**src/rtl/i2c_pkg.sv**
```systemverilog
// Shared I2C definitions: ALU opcodes, byte width and the receive sequencer state set.
package i2c_pkg;
  localparam int BYTE_W = 8;

  localparam logic [1:0] ALU_PASS   = 2'h0;
  localparam logic [1:0] ALU_SUB    = 2'h1;
  localparam logic [1:0] ALU_SHL_IN = 2'h2;
  localparam logic [1:0] ALU_AND    = 2'h3;

  typedef enum logic [2:0] {
    ST_IDLE        = 3'd0,
    ST_WAIT_RISE   = 3'd1,
    ST_SHIFT_ISSUE = 3'd2,
    ST_SHIFT_CAP   = 3'd3,
    ST_CNT_CAP     = 3'd4,
    ST_BYTE_DONE   = 3'd5,
    ST_ACK_FALL    = 3'd6,
    ST_ACK_HOLD    = 3'd7
  } rx_state_e;
endpackage

```
**src/rtl/i2c_line_sync.sv**
```systemverilog
// SCL/SDA synchronizer with SCL edge and START/STOP detection.
module i2c_line_sync #(
  parameter int SYNC_STAGES = 2
) (
  input  logic clk,
  input  logic rst_n,
  input  logic scl_i,
  input  logic sda_i,
  output logic sda_o,
  output logic scl_rise_o,
  output logic scl_fall_o,
  output logic start_o,
  output logic stop_o
);
  logic [SYNC_STAGES-1:0] scl_sync_q, sda_sync_q;
  logic                   scl_hist_q, sda_hist_q;
  logic                   scl_s, sda_s;

  // Reset to the idle-bus level so leaving reset never fakes an edge on a quiet bus.
  always_ff @(posedge clk) begin
    if (!rst_n) begin
      scl_sync_q <= '1;
      sda_sync_q <= '1;
      scl_hist_q <= 1'b1;
      sda_hist_q <= 1'b1;
    end else begin
      scl_sync_q <= {scl_sync_q[SYNC_STAGES-2:0], scl_i};
      sda_sync_q <= {sda_sync_q[SYNC_STAGES-2:0], sda_i};
      scl_hist_q <= scl_s;
      sda_hist_q <= sda_s;
    end
  end

  assign scl_s      = scl_sync_q[SYNC_STAGES-1];
  assign sda_s      = sda_sync_q[SYNC_STAGES-1];
  assign sda_o      = sda_s;
  assign scl_rise_o = scl_s & ~scl_hist_q;
  assign scl_fall_o = ~scl_s & scl_hist_q;
  assign start_o    = scl_s & sda_hist_q & ~sda_s;
  assign stop_o     = scl_s & ~sda_hist_q & sda_s;
endmodule

```
**src/rtl/i2c_rx_sequencer.sv**
```systemverilog
// I2C target byte receiver driving the shared ALU for shift-in and bit counting.
// Define I2C_RX_SEQUENCER_ACK_EN to ACK stored bytes on the 9th clock; otherwise observe only.
module i2c_rx_sequencer
  import i2c_pkg::*;
#(
  parameter int SYNC_STAGES = 2,
  parameter int BIT_COUNT   = 8
) (
  input  logic              clk,
  input  logic              rst_n,
  input  logic              scl_i,
  input  logic              sda_i,
  output logic              sda_oe,
  output logic [1:0]        alu_s,
  output logic [BYTE_W-1:0] alu_a,
  output logic [BYTE_W-1:0] alu_b,
  input  logic [BYTE_W-1:0] alu_c,
  input  logic              alu_z,
  output logic [BYTE_W-1:0] rx_data,
  output logic              rx_valid,
  input  logic              rx_ready,
  output logic              busy,
  output logic              ovf
);
  localparam logic [BYTE_W-1:0] CNT_LOAD = BYTE_W'(BIT_COUNT);

  logic sda_s, scl_rise, scl_fall, start_det, stop_det;

  i2c_line_sync #(.SYNC_STAGES(SYNC_STAGES)) u_sync (
    .clk        (clk),
    .rst_n      (rst_n),
    .scl_i      (scl_i),
    .sda_i      (sda_i),
    .sda_o      (sda_s),
    .scl_rise_o (scl_rise),
    .scl_fall_o (scl_fall),
    .start_o    (start_det),
    .stop_o     (stop_det)
  );

  rx_state_e         state_q, state_d;
  logic [BYTE_W-1:0] shreg_q, shreg_d, cnt_q, cnt_d;
  logic              bit_q, bit_d;
  logic [1:0]        alu_s_q, alu_s_d;
  logic [BYTE_W-1:0] alu_a_q, alu_a_d, alu_b_q, alu_b_d;
  logic [BYTE_W-1:0] rx_data_q, rx_data_d;
  logic              rx_valid_q, rx_valid_d;
  logic              busy_q, busy_d, ovf_q, ovf_d;
`ifdef I2C_RX_SEQUENCER_ACK_EN
  logic              sda_oe_q, sda_oe_d, stored_q, stored_d;
`endif

  always_comb begin
    state_d    = state_q;
    shreg_d    = shreg_q;
    cnt_d      = cnt_q;
    bit_d      = bit_q;
    alu_s_d    = ALU_PASS;
    alu_a_d    = '0;
    alu_b_d    = '0;
    rx_data_d  = rx_data_q;
    rx_valid_d = rx_valid_q & ~rx_ready;
    busy_d     = busy_q;
    ovf_d      = ovf_q;
`ifdef I2C_RX_SEQUENCER_ACK_EN
    sda_oe_d   = sda_oe_q;
    stored_d   = stored_q;
`endif
    // Bus conditions override any SCL edge seen in the same cycle.
    if (stop_det && state_q != ST_IDLE) begin
      state_d = ST_IDLE;
      busy_d  = 1'b0;
`ifdef I2C_RX_SEQUENCER_ACK_EN
      sda_oe_d = 1'b0;
`endif
    end else if (start_det) begin
      state_d = ST_WAIT_RISE;
      busy_d  = 1'b1;
      shreg_d = '0;
      cnt_d   = CNT_LOAD;
`ifdef I2C_RX_SEQUENCER_ACK_EN
      sda_oe_d = 1'b0;
`endif
    end else begin
      case (state_q)
        ST_IDLE: ;
        ST_WAIT_RISE: if (scl_rise) begin
          bit_d   = sda_s;
          state_d = ST_SHIFT_ISSUE;
        end
        ST_SHIFT_ISSUE: begin
          alu_s_d = ALU_SHL_IN;
          alu_a_d = {{(BYTE_W-1){1'b0}}, bit_q};
          alu_b_d = shreg_q;
          state_d = ST_SHIFT_CAP;
        end
        ST_SHIFT_CAP: begin
          shreg_d = alu_c;
          alu_s_d = ALU_SUB;
          alu_a_d = BYTE_W'(1);
          alu_b_d = cnt_q;
          state_d = ST_CNT_CAP;
        end
        ST_CNT_CAP: begin
          cnt_d   = alu_c;
          state_d = alu_z ? ST_WAIT_RISE : ST_BYTE_DONE;
        end
        ST_BYTE_DONE: begin
          // A slot being accepted this cycle counts as free.
          if (!rx_valid_q || rx_ready) begin
            rx_data_d  = shreg_q;
            rx_valid_d = 1'b1;
          end else begin
            ovf_d = 1'b1;
          end
`ifdef I2C_RX_SEQUENCER_ACK_EN
          stored_d = !rx_valid_q || rx_ready;
`endif
          state_d = ST_ACK_FALL;
        end
        ST_ACK_FALL: if (scl_fall) begin
`ifdef I2C_RX_SEQUENCER_ACK_EN
          sda_oe_d = stored_q;
`endif
          state_d = ST_ACK_HOLD;
        end
        ST_ACK_HOLD: if (scl_fall) begin
`ifdef I2C_RX_SEQUENCER_ACK_EN
          sda_oe_d = 1'b0;
`endif
          shreg_d = '0;
          cnt_d   = CNT_LOAD;
          state_d = ST_WAIT_RISE;
        end
        default: state_d = ST_IDLE;
      endcase
    end
  end

  always_ff @(posedge clk) begin
    if (!rst_n) begin
      state_q    <= ST_IDLE;
      shreg_q    <= '0;
      cnt_q      <= CNT_LOAD;
      bit_q      <= 1'b0;
      alu_s_q    <= ALU_PASS;
      alu_a_q    <= '0;
      alu_b_q    <= '0;
      rx_data_q  <= '0;
      rx_valid_q <= 1'b0;
      busy_q     <= 1'b0;
      ovf_q      <= 1'b0;
`ifdef I2C_RX_SEQUENCER_ACK_EN
      sda_oe_q   <= 1'b0;
      stored_q   <= 1'b0;
`endif
    end else begin
      state_q    <= state_d;
      shreg_q    <= shreg_d;
      cnt_q      <= cnt_d;
      bit_q      <= bit_d;
      alu_s_q    <= alu_s_d;
      alu_a_q    <= alu_a_d;
      alu_b_q    <= alu_b_d;
      rx_data_q  <= rx_data_d;
      rx_valid_q <= rx_valid_d;
      busy_q     <= busy_d;
      ovf_q      <= ovf_d;
`ifdef I2C_RX_SEQUENCER_ACK_EN
      sda_oe_q   <= sda_oe_d;
      stored_q   <= stored_d;
`endif
    end
  end

`ifdef I2C_RX_SEQUENCER_ACK_EN
  assign sda_oe = sda_oe_q;
`else
  assign sda_oe = 1'b0;
`endif
  assign alu_s    = alu_s_q;
  assign alu_a    = alu_a_q;
  assign alu_b    = alu_b_q;
  assign rx_data  = rx_data_q;
  assign rx_valid = rx_valid_q;
  assign busy     = busy_q;
  assign ovf      = ovf_q;
endmodule

```
**config.mk**
```make
export PLATFORM = sky130hd
export DESIGN_NAME = i2c_rx_sequencer
export DESIGN_NICKNAME = d
export VERILOG_FILES = /design/src/rtl/i2c_pkg.sv /design/src/rtl/i2c_line_sync.sv /design/src/rtl/i2c_rx_sequencer.sv
export SDC_FILE = /design/constraint.sdc
export NUM_CORES = 1
export LEC_CHECK = 0
export CORE_MARGIN = 2
export CORE_UTILIZATION = 45
export CTS_CLUSTER_SIZE = 25
export DETAILED_ROUTE_END_ITERATION = 8
export GPL_ROUTABILITY_DRIVEN = 1
export PLACE_DENSITY = 0.71
export RECOVER_POWER = 50
export SYNTH_ARGS = -nofsm -noshare
export SYNTH_HDL_FRONTEND = slang
export SYNTH_HIERARCHICAL = 1
export SYNTH_SLANG_ARGS = --single-unit
```
**constraint.sdc**
```tcl
create_clock -name clk -period 2.5 [get_ports clk]
set_clock_uncertainty 0.1 [all_clocks]
set_input_delay 0.5 -clock clk [delete_from_list [all_inputs] [get_ports clk]]
set_output_delay 0.5 -clock clk [all_outputs]
set_load 0.1 [all_outputs]
```
==> flow_summary.ini, run 1 <==
[clock_tree]
cts-root-buf = clkbuf_8
clockBufferDepth = 2
clk_pin_slew_ns = 0.09
cts_tree = yes
hold_buffers = 0
clock-sinks = 48
clock_latency_ns = 0.30
cts_resized = 0
cts_buffers = 5
h-tree-depth = 2
cts_setup_buffers = 0

[global_route]
grt_most_used_layer = met2
overflow = 0
grt_pass1_wl_um = 6216
antenna_found_initial = 0
use_met1_pct = 22.06
grt_use_met2_pct = 24.79
met3_usage_pct = 3.343
grt_max_degree = 26
grt_pass1_vias = 1278
track_usage_pct = 16.12

[die]
rows = 23
die_w_um = 69.54
start_util_pct = 47.64
io-pin-count = 44
coreArea_sq_um = 4058
die-area_sq_um = 4836
die_y_um = 69.54

[placed_design]
place_congestion = 0.7488
place_area_sq_um = 2222
io_buffers = 35
hpwl_um = 2535

[synth]
synth.largest_area_cell = dfxtp_1
synth_compound_area_share_pct = 12.62
synth_top_area_share_pct = 49.71
yosys.cell_count.top_type = dfxtp_1
synth_edf_count = 0
muxShareOfSynthArea_pct = 8.803
ys_top_cells_by_count = dfxtp_1 (48), nand2_1 (33), mux2i_1 (17)
synthSimpleGateAreaFrac_pct = 22.20
synth-xor-area-share_pct = 0
avgSynthCellArea_sq_um = 10.02
ys_warn_count = 6
synthCells = 193
async_flop_share_pct = 0
syn-cell-area_sq_um = 1933
synth.top_cells.by_area = dfxtp_1 (50%), mux2i_1 (8.8%), nand2_1 (6.4%), buf_4 (3.9%), a22o_1 (3.6%)
synth_fa_ha_area_share_pct = 0
seq_area_frac_synth_pct = 49.71
ys_ff_latch = 48
ys_types = 36
synth_top_family_by_area = simple AND/OR/NAND/NOR gates
synth_ff_type = dfxtp_1

[sta]
tightestPinTransition_ns = 1.176
slew_viol_final = 0
setup_tns_ns = 0
fmax_ghz = 0.4712
setup_violations = 0
hold_violations = 0
relSlewSlack_pct = 21.93
rsz0062_at_grt = no
period_minus_slack_ns = 2.122
hold_slack_ns = 0.3106
period_share_pct = 84.88

[route]
remaining_drc_errors = 0
routed_wl_um = 3616
num_vias = 1380
drt_first_pass_iters = 4
routed_via_density = 4.929
drt_iter0_drc = 77
wire_per_inst_um = 12.91
postRouteAntennaNets = 0

[pwr]
peakVddDrop_uv = 600.8
p_leak_nw = 0.8651
power_mw = 1.420
powerDensity_nw_per_um2 = 636.1

[worst_setup_path]
crit_start = rx_data[3]
r2r_start = u_sync/scl_sync_q[1]
critPathCaptureType = output pin
r2r-end = shreg_q[1]
reg2reg_slack_ns = 0.71
path_depth = 1
critical-path-top-delay-family = buffers and inverters
arrival_ns = 1.52
path_buf_inv = 1
slowest_stage = clkbuf_1
crit_type = flop to output pin
cp_slowest_stage_delay_ns = 0.87
reg2regPathDepth = 5
cp_cell_sequence = clkbuf_1
crit_end = rx_data[3]
crit_path_max_fanout = 2
startpoint_type = flop
required_ns = 1.90

[finish]
antenna_cells = 0
nets = 243
synthToLayoutAreaGrowth_pct = 15.47
final_cell_area_sq_um = 2232
drive_gt1_share_pct = 10.00

[min_path]
worstHoldPathType = flop to flop

[status]
status = finished, final reports clean

[flow_run]
max-cap-violations = 0
## flip-flops by register name, summed over array words and instances, names as in the netlist, 2 cells and up
name / cells
state_q: 3
alu_b: 8
u_sync/scl_sync_q: 2
u_sync/sda_sync_q: 2
cnt_q: 8
rx_data: 8
shreg_q: 8
alu_s: 2
## cells by family after synthesis
logic type	after synthesis
simple gates	78
flops	48
compound gates	32
mux	17
buf+inv	17
other cells	1
## how the worst min path moves through the flow
stage,to,slack (ns),start,cells past startpoint
3_5_place_dp,u_sync/scl_sync_q[1],0.29,u_sync/scl_sync_q[0],1
3_3_place_gp,u_sync/sda_sync_q[1],0.29,u_sync/sda_sync_q[0],1
4_1_cts,u_sync/scl_sync_q[1],0.31,u_sync/scl_sync_q[0],1
5_1_grt,u_sync/scl_sync_q[1],0.35,u_sync/scl_sync_q[0],1
2_1_floorplan,u_sync/scl_sync_q[1],0.29,u_sync/scl_sync_q[0],1
6_report,u_sync/scl_sync_q[1],0.31,u_sync/scl_sync_q[0],1
## layout by cell type (no fill, tap or decap), types with 2 or more instances in the layout
cell type / synthesis / routed
nand2_1: 33 / 33
nor2_1: 5 / 5
nand2b_1: 9 / 9
nor2b_1: 8 / 8
nor3_1: 2 / 2
dfxtp_1: 48 / 48
clkdlybuf4s50_1: 0 / 12
mux2i_1: 17 / 17
a22o_1: 8 / 8
clkbuf_8: 0 / 6
nand3_1: 8 / 8
o21ai_1: 2 / 2
o21ai_0: 8 / 8
nor2_4: 2 / 2
a21oi_1: 5 / 5
clkbuf_1: 3 / 23
buf_4: 10 / 3
nand2_2: 2 / 2
and3b_1: 2 / 2
conb_1: 1 / 8
## area by class of cell
cell class	count	area (sq um)
clock inverter	2	13.76
multi-input combinational	135	873.3
timing repair buffer	39	239.0
fill	396	1826
clock buffer	6	82.58
tap	50	62.56
sequential	48	960.9
## routing by layer
metal | vias up | part of all wire, %
met5 | - | 0
met4 | 0 | 1.9
met3 | 4 | 5.6
met2 | 36 | 44
met1 | 628 | 48
li1 | 712 | -
## through the flow
stage,setup slack [ns],util (%),cells
after global routing,0.3140,55.01,280
after global placement,0.5572,54.76,272
after CTS,0.6773,57.14,280
final,0.3779,55.01,280
after floorplan,0.6055,-,200
after detailed placement,0.4874,54.76,272
## power by group
group | total, mW | internal [mW] | switching, mW
sequential | 0.790 | 0.778 | 0.0115
clock | 0.489 | 0.226 | 0.263
combinational | 0.141 | 0.0417 | 0.0997
total | 1.42 | 1.05 | 0.374
No activity file was read; power rests on OpenSTA's default activity.
==> inputs of run 2 (changes only) <==
clock period = 2.1 ns   (was 2.5 ns; I/O delays follow)
==> run 2 against run 1 <==
Effect of this change: via count is essentially flat; total power is 16% higher; sequential share of layout area down 0.55 points; core utilization up 0.71 points; first-iteration DRC count up 34%; largest power group unchanged; critical path depth is 3 higher; wire length decreased by 1.6%; highest routed layer unchanged.
==> flow_summary.ini, run 2 (synthesis gave the netlist of run 1 again) <==
[status]
status = finished, final reports clean

[clock_tree]
clock_latency_ns = 0.30
cts_resized = 0
cts_tree = yes
cts_setup_buffers = 0
cts-root-buf = clkbuf_8
h-tree-depth = 2
clock-sinks = 48
hold_buffers = 0
clk_pin_slew_ns = 0.08
cts_buffers = 5
clockBufferDepth = 2

[global_route]
overflow = 0
grt_pass1_wl_um = 5823
antenna_found_initial = 0
grt_max_degree = 24
grt_pass1_vias = 1184
track_usage_pct = 15.51

[sta]
tightestPinTransition_ns = 0.7673
setup_tns_ns = 0
setup_violations = 0
hold_violations = 0
timing.final.ws_setup_ns = 0.3981
rsz0062_at_grt = no
slew_viol_final = 0
period_share_pct = 81.04
relSlewSlack_pct = 48.84
fmax_ghz = 0.5876
period_minus_slack_ns = 1.702

[route]
wire_per_inst_um = 12.62
drt_first_pass_iters = 4
num_vias = 1379
routed_wl_um = 3559
routed_via_density = 4.890
postRouteAntennaNets = 0
drt_iter0_drc = 103
remaining_drc_errors = 0

[placed_design]
place_ws_ns = 0.2716
io_buffers = 35
hpwl_um = 2585
place_congestion = 0.8081

[pwr]
peakVddDrop_uv = 479.5
powerDensity_nw_per_um2 = 726.3
p_leak_nw = 0.9403

[finish]
layout_commonest_cell = dfxtp_1
synthToLayoutAreaGrowth_pct = 16.96
nFillCells = 386
nets = 245
drive_gt1_share_pct = 19.40
antenna_cells = 0
mostFrequentLayoutCells = dfxtp_1 (48), nand2_1 (33), clkbuf_2 (23)

[worst_setup_path]
required_ns = 2.23
arrival_ns = 1.84
critPathCaptureType = flop
startpoint_type = input port
crit_type = input port to flop
crit_path_max_fanout = 19

[die]
die_w_um = 69.54
coreArea_sq_um = 4058
die_y_um = 69.54
rows = 23
io-pin-count = 44
die-area_sq_um = 4836
start_util_pct = 47.64

[min_path]
worstHoldPathType = flop to flop

[flow_run]
max-cap-violations = 0
[run 2: worst max-delay path, stage by stage]
cell and delay (ns):
clkdlybuf4s50_1 0.53, clkbuf_1 0.61, nand2_1 0.12, mux2i_1 0.15
[run 2: final cells by class]
cell class / count / area (sq um) / area share (%)
Sequential cell: 48 / 960.9 / 42.50
Multi-Input combinational cell: 135 / 873.3 / 38.63
Timing Repair Buffer: 41 / 279.0 / 12.34
Clock buffer: 7 / 76.32 / 3.376
Tap cell: 50 / 62.56 / 2.767
Clock inverter: 1 / 8.758 / 0.3874
[run 2: through the flow]
step	instances	area (sq um)	power (mW)	utilization [%]	hold slack (ns)
6_report	282	2261	1.642	55.72	0.3095
3_5_place_dp	274	2237	1.136	55.13	0.2909
5_1_grt	282	2261	1.712	55.72	0.3244
2_1_floorplan	200	1959	1.101	-	0.2863
4_1_cts	282	2322	1.657	57.23	0.3113
3_3_place_gp	274	2237	1.135	55.13	0.2888
[run 2: worst paths after layout]
path,from,to,slack [ns],cells past startpoint
min,u_sync/scl_sync_q[0],u_sync/scl_sync_q[1],0.31,1
max reg2reg,u_sync/sda_sync_q[1],alu_b[7],0.40,5
min reg2reg,u_sync/scl_sync_q[0],u_sync/scl_sync_q[1],0.31,1
max,rst_n,shreg_q[0],0.40,4
[run 2: per-layer routing]
layer,vias up,GRT usage [%],part of all wire [%]
met1,619,22.54,51
met4,0,8.497,2.5
met2,34,20.83,42
li1,718,-,-
met3,8,3.779,4.4
met5,-,0,0
[run 2: power by group]
part           internal, mW  switching [mW]
combinational        0.0520           0.120
sequential            0.926          0.0141
clock                 0.238           0.292
total                  1.22           0.426
